**config.mk**
```make
export PLATFORM = sky130hd
export DESIGN_NAME = load_store_unit
export DESIGN_NICKNAME = d
export VERILOG_FILES = /design/src/rtl/funrv32_pkg.sv /design/src/rtl/lsu_load_align.sv /design/src/rtl/load_store_unit.sv
export SDC_FILE = /design/constraint.sdc
export NUM_CORES = 1
export LEC_CHECK = 0
export CORE_MARGIN = 4
export CORE_UTILIZATION = 40
export CTS_CLUSTER_SIZE = 30
export DETAILED_ROUTE_END_ITERATION = 10
export HOLD_SLACK_MARGIN = 0.03
export PLACE_DENSITY = 0.79
export SLEW_MARGIN = 20
export SYNTH_ARGS = -nofsm -noshare
export SYNTH_HDL_FRONTEND = slang
export SYNTH_SLANG_ARGS = --single-unit
```
**constraint.sdc**
```tcl
create_clock -name i_clk -period 2.4 [get_ports i_clk]
set_input_delay 0.36 -clock i_clk [delete_from_list [all_inputs] [get_ports i_clk]]
set_output_delay 0.36 -clock i_clk [all_outputs]
set_load 0.02 [all_outputs]
```
**src/rtl/funrv32_pkg.sv**
```systemverilog
// Shared definitions for the RV32 load/store path: size/sign codes, LSU state
// encoding and request classification helpers.
package funrv32_pkg;

    typedef enum logic [1:0] {
        LSU_IDLE = 2'd0,
        LSU_REQ  = 2'd1,
        LSU_DATA = 2'd2
    } lsu_state_e;

    localparam logic [2:0] F3_B  = 3'b000;
    localparam logic [2:0] F3_H  = 3'b001;
    localparam logic [2:0] F3_W  = 3'b010;
    localparam logic [2:0] F3_BU = 3'b100;
    localparam logic [2:0] F3_HU = 3'b101;

    function automatic logic lsu_legal(input logic store, input logic [2:0] funct3);
        case (funct3)
            F3_B, F3_H, F3_W: return 1'b1;
            F3_BU, F3_HU:     return !store;
            default:          return 1'b0;
        endcase
    endfunction

    // Only meaningful for legal codes; illegal ones are filtered first.
    function automatic logic lsu_misaligned(input logic [2:0] funct3, input logic [1:0] addr_lo);
        return ((funct3[1:0] == 2'b01) && addr_lo[0]) ||
               ((funct3[1:0] == 2'b10) && (addr_lo != 2'b00));
    endfunction

endpackage

```
**src/rtl/lsu_load_align.sv**
```systemverilog
// Selects the addressed byte/halfword from a memory word and sign- or
// zero-extends it according to the load size code.
module lsu_load_align
    import funrv32_pkg::*;
(
    input  logic [31:0] i_rdata,
    input  logic [1:0]  i_addr,
    input  logic [2:0]  i_funct3,
    output logic [31:0] o_data
);

    logic [7:0]  byte_sel;
    logic [15:0] half_sel;

    always_comb begin
        byte_sel = i_rdata[{i_addr, 3'b000} +: 8];
        half_sel = i_addr[1] ? i_rdata[31:16] : i_rdata[15:0];
        case (i_funct3)
            F3_B:    o_data = {{24{byte_sel[7]}}, byte_sel};
            F3_H:    o_data = {{16{half_sel[15]}}, half_sel};
            F3_BU:   o_data = {24'd0, byte_sel};
            F3_HU:   o_data = {16'd0, half_sel};
            default: o_data = i_rdata;
        endcase
    end

endmodule

```
**src/rtl/load_store_unit.sv**
```systemverilog
// Single-outstanding load/store unit: validates a request, issues one memory
// strobe when the memory is ready, and reports completion with a done pulse.
module load_store_unit
    import funrv32_pkg::*;
(
    input  logic        i_clk,
    input  logic        i_rst,
    input  logic        i_valid,
    input  logic        i_store,
    input  logic [2:0]  i_funct3,
    input  logic [31:0] i_addr,
    input  logic [31:0] i_wdata,
    input  logic [4:0]  i_rd,
    output logic        o_ready,
    output logic        o_done,
    output logic        o_resp_we,
    output logic [4:0]  o_resp_rd,
    output logic [31:0] o_resp_data,
    output logic        o_exc_misaligned,
    output logic        o_exc_illegal,
    output logic        o_dm_ren,
    output logic        o_dm_wen,
    output logic [3:0]  o_dm_ben,
    output logic [13:0] o_dm_addr,
    output logic [31:0] o_dm_wdata,
    input  logic [31:0] i_dm_rdata,
    input  logic        i_mem_ready
);

    lsu_state_e  state_q, state_d;
    logic        store_q, store_d;
    logic [2:0]  funct3_q, funct3_d;
    logic [15:0] addr_q, addr_d;
    logic [31:0] wdata_q, wdata_d;
    logic [4:0]  rd_q, rd_d;
    logic        done_q, done_d;
    logic        exc_mis_q, exc_mis_d;
    logic        exc_ill_q, exc_ill_d;
    logic        resp_we_q, resp_we_d;
    logic [4:0]  resp_rd_q, resp_rd_d;
    logic [31:0] resp_data_q, resp_data_d;
    logic [31:0] load_data;

    // Upper address bits alias onto the 64 KiB data memory.
    logic addr_hi_unused;
    assign addr_hi_unused = ^i_addr[31:16];

    lsu_load_align u_load_align (
        .i_rdata  (i_dm_rdata),
        .i_addr   (addr_q[1:0]),
        .i_funct3 (funct3_q),
        .o_data   (load_data)
    );

    always_comb begin
        state_d     = state_q;
        store_d     = store_q;
        funct3_d    = funct3_q;
        addr_d      = addr_q;
        wdata_d     = wdata_q;
        rd_d        = rd_q;
        done_d      = 1'b0;
        exc_mis_d   = 1'b0;
        exc_ill_d   = 1'b0;
        resp_we_d   = 1'b0;
        resp_rd_d   = resp_rd_q;
        resp_data_d = resp_data_q;
        o_dm_ren    = 1'b0;
        o_dm_wen    = 1'b0;

        case (state_q)
            LSU_IDLE: begin
                if (i_valid) begin
                    store_d  = i_store;
                    funct3_d = i_funct3;
                    addr_d   = i_addr[15:0];
                    wdata_d  = i_wdata;
                    rd_d     = i_rd;
                    if (!lsu_legal(i_store, i_funct3)) begin
                        done_d    = 1'b1;
                        exc_ill_d = 1'b1;
                    end else if (lsu_misaligned(i_funct3, i_addr[1:0])) begin
                        done_d    = 1'b1;
                        exc_mis_d = 1'b1;
                    end else begin
                        state_d = LSU_REQ;
                    end
                end
            end
            LSU_REQ: begin
                if (i_mem_ready) begin
                    if (store_q) begin
                        o_dm_wen = 1'b1;
                        done_d   = 1'b1;
                        state_d  = LSU_IDLE;
                    end else begin
                        o_dm_ren = 1'b1;
                        state_d  = LSU_DATA;
                    end
                end
            end
            LSU_DATA: begin
                resp_data_d = load_data;
                resp_rd_d   = rd_q;
                resp_we_d   = (rd_q != 5'd0);
                done_d      = 1'b1;
                state_d     = LSU_IDLE;
            end
            default: state_d = LSU_IDLE;
        endcase
    end

    // Lane enables and replicated write data for the registered store.
    always_comb begin
        case (funct3_q[1:0])
            2'b00: begin
                o_dm_ben   = 4'b0001 << addr_q[1:0];
                o_dm_wdata = {4{wdata_q[7:0]}};
            end
            2'b01: begin
                o_dm_ben   = addr_q[1] ? 4'b1100 : 4'b0011;
                o_dm_wdata = {2{wdata_q[15:0]}};
            end
            default: begin
                o_dm_ben   = 4'b1111;
                o_dm_wdata = wdata_q;
            end
        endcase
    end

    always_ff @(posedge i_clk) begin
        if (i_rst) begin
            state_q     <= LSU_IDLE;
            store_q     <= 1'b0;
            funct3_q    <= '0;
            addr_q      <= '0;
            wdata_q     <= '0;
            rd_q        <= '0;
            done_q      <= 1'b0;
            exc_mis_q   <= 1'b0;
            exc_ill_q   <= 1'b0;
            resp_we_q   <= 1'b0;
            resp_rd_q   <= '0;
            resp_data_q <= '0;
        end else begin
            state_q     <= state_d;
            store_q     <= store_d;
            funct3_q    <= funct3_d;
            addr_q      <= addr_d;
            wdata_q     <= wdata_d;
            rd_q        <= rd_d;
            done_q      <= done_d;
            exc_mis_q   <= exc_mis_d;
            exc_ill_q   <= exc_ill_d;
            resp_we_q   <= resp_we_d;
            resp_rd_q   <= resp_rd_d;
            resp_data_q <= resp_data_d;
        end
    end

    assign o_ready          = (state_q == LSU_IDLE);
    assign o_done           = done_q;
    assign o_exc_misaligned = exc_mis_q;
    assign o_exc_illegal    = exc_ill_q;
    assign o_resp_we        = resp_we_q;
    assign o_resp_rd        = resp_rd_q;
    assign o_resp_data      = resp_data_q;
    assign o_dm_addr        = addr_q[15:2];

endmodule

```
==> metrics <==
Initial Util=approximately two fifths; drt via density=around 5.4; setup_tns=0 ns; min cycle time layout=~2.4 ns; HP Class=input port to register; Final Wtd Congestion=0.880; CTS tree=built; maximum clock path buffer count=2; Peak supply drop=0.310 mV; TritonCTS sink count=100; final hold violation count=0; Final WS setup=between 0.008 and 0.009 ns; delay-heaviest family, CP=buffers and inverters; Crit. End Element=output pin; drt wl/cell=about 17 um; Inserted Clock Buffers=9; vias in the first global route=between 4000 and 5000; row count=39; root buf cell=clkbuf_16; dpl ws=0.262 ns; die area=between 0.01 and 0.015 mm^2; setup violators final=0; critical path depth=4; clk slew on worst S/H paths=roughly 0.070 ns; largest net degree at the start of global routing=48; # IOs=roughly 200; commonest non-fill, non-tap cell in the layout=clkdlybuf4s50_1; post-synthesis cell count=569; number of diodes=0; nature of the critical path startpoint=register; Highest Clock Rate=between 400 and 500 MHz; outcome=finished, final reports clean; total number of vias=4663; Clk Latency, worst-skew pair=between 0.3 and 0.4 ns; Worst path max stage delay=0.55 ns; Setup Skew=0.00789 ns; syn_nets=between 600 and 700; RSZ-0062 raised after global routing=yes; Ys Warns=0; PortBufs=about 190; post-DP HPWL=about 11000 um; hold depth=2; CP max FO=8; CP Cell Sequence=nor2_2, buf_4, mux2_2, clkdlybuf4s50_1; Bufs and invs on worst path=2; Antenna Violating Nets Remaining=0; Placeable Area=0.0114 mm^2; 1st-pass router iterations=5; Reg2Reg Depth=6; number of remaining DRC errors=0; initial antenna violation count=0; # nets final=between 800 and 900; Routed WL=14800 um; Mapped Area=about 0.0047 mm^2; number of synthesized flops with an enable pin=0; H-tree levels=3; Layout area overhead=44.8%; kind of critical path=register to output pin; Seq cells post-synth=100; CP max stage cell=clkdlybuf4s50_1; Leak=0.00240 uW; most frequent cells in the layout=clkdlybuf4s50_1, nand2_1, dfxtp_1; Final Cycle Share=between 90% and 100%; layout cells sized above 1=10.4%; WP data arrival=2.03 ns; worst path required time=2.04 ns; initial drt markers=between 500 and 600; pwr/cell area=slightly above 600 mW/mm^2; grt ovf=0; # Max-Cap Violations=0; Tot GR Track Use=21.4%; Synth Area per Inst=8.22 um^2; Die X-Extent=around 120 um; top_reg_cell synth=dfxtp_1; Slew @ Worst Pin=around 0.57 ns; Chip Height=approximately 120 um; max-slew violations=0; Seq/Total Area, Yosys=between 40% and 50%; Async S/R FF share, synth=0%; relative slew slack=61.9%; synth unique cells=between 40 and 50; first-pass GRT wire length=23000 um
==> Yosys cell counts (9+ instances only) <==
| cell | count | area [um^2] |
|---|---|---|
| dfxtp_1 | 100 | 2000 |
| mux2_2 | 18 | 203 |
| buf_2 | 20 | 100 |
| a311oi_1 | 9 | 78.8 |
| nand2_1 | 153 | 574 |
| o21ai_0 | 34 | 170 |
| nor2_1 | 14 | 52.6 |
| clkbuf_1 | 18 | 67.6 |
| buf_4 | 25 | 188 |
| a21oi_2 | 11 | 96.3 |
| a21oi_1 | 74 | 370 |
| mux2i_1 | 9 | 90.1 |
==> cell type report <==
cell class | instances | area [um^2]
inverters | 6 | 22.5
clock inverters | 7 | 72.6
repair buffers | 202 | 2020
flip-flops and latches | 100 | 2000
multi-input cells | 395 | 2250
fillers | 1012 | 4650
clock buffers | 9 | 225
well taps | 143 | 179
==> stage by stage <==
step                      util [%]  area, um^2  hold WS [ns]  instances  power, uW
after floorplan                  -        4680         0.433        569       2300
after global placement        56.6        6470         0.440        846       2680
after detailed placement      56.6        6470         0.447        846       2700
after CTS                     59.3        6770         0.415        862       4170
after global routing          59.3        6770         0.425        862       4310
final                         59.3        6770         0.419        862       4130
==> where the power goes <==
group | internal, uW | total [uW] | leakage, uW | switching, uW
logic | 430 | 874 | 0.00144 | 443
clock network | 813 | 1460 | 0.000142 | 650
registers | 1740 | 1800 | 0.000817 | 57.8
==> cell families (layout without fill, tap and decap cells) <==
| family | Yosys count | in the layout | synth area share, % |
|---|---|---|---|
| AO/OA/AOI/OAI | 166 | 166 | 22.0 |
| buffers and inverters | 74 | 224 | 9.28 |
| flip-flops | 100 | 100 | 42.8 |
| multiplexers | 33 | 33 | 7.81 |
| AND/OR/NAND/NOR | 196 | 196 | 18.2 |
==> routing by layer <==
metal | wire [um] | GRT usage (%)
met3 | 1370 | 5.60
met2 | 7300 | 38.1
met1 | 5730 | 24.7
met4 | 356 | 7.81
met5 | 0 | 0
==> what timing repair did <==
action,CTS,global route
cloned,0,0
buffers inserted,0,0
gates resized for setup,2,1
endpoints found under the setup margin,9,17
hold buffers,0,0
pin swaps,0,0
==> final timing paths <==
kind / startpoint / endpoint / slack, ns
worst max-delay path: funct3_q[0] / o_dm_wdata[8] / 0.009
worst min-delay path: i_rst / wdata_q[18] / 0.42
worst max register to register: funct3_q[0] / o_resp_data[30] / 0.58
worst min register to register: addr_q[2] / addr_q[2] / 0.46
==> state kept, by name (all words and copies together) (netlist names) <==
name	flops
funct3_q	3
o_resp_we	1
o_resp_rd	5
o_exc_illegal	1
state_q	2
addr_q	16
o_resp_data	32
rd_q	5
wdata_q	32
o_exc_misaligned	1
store_q	1
o_done	1
Note: power is estimated with default switching activity, not from simulation.
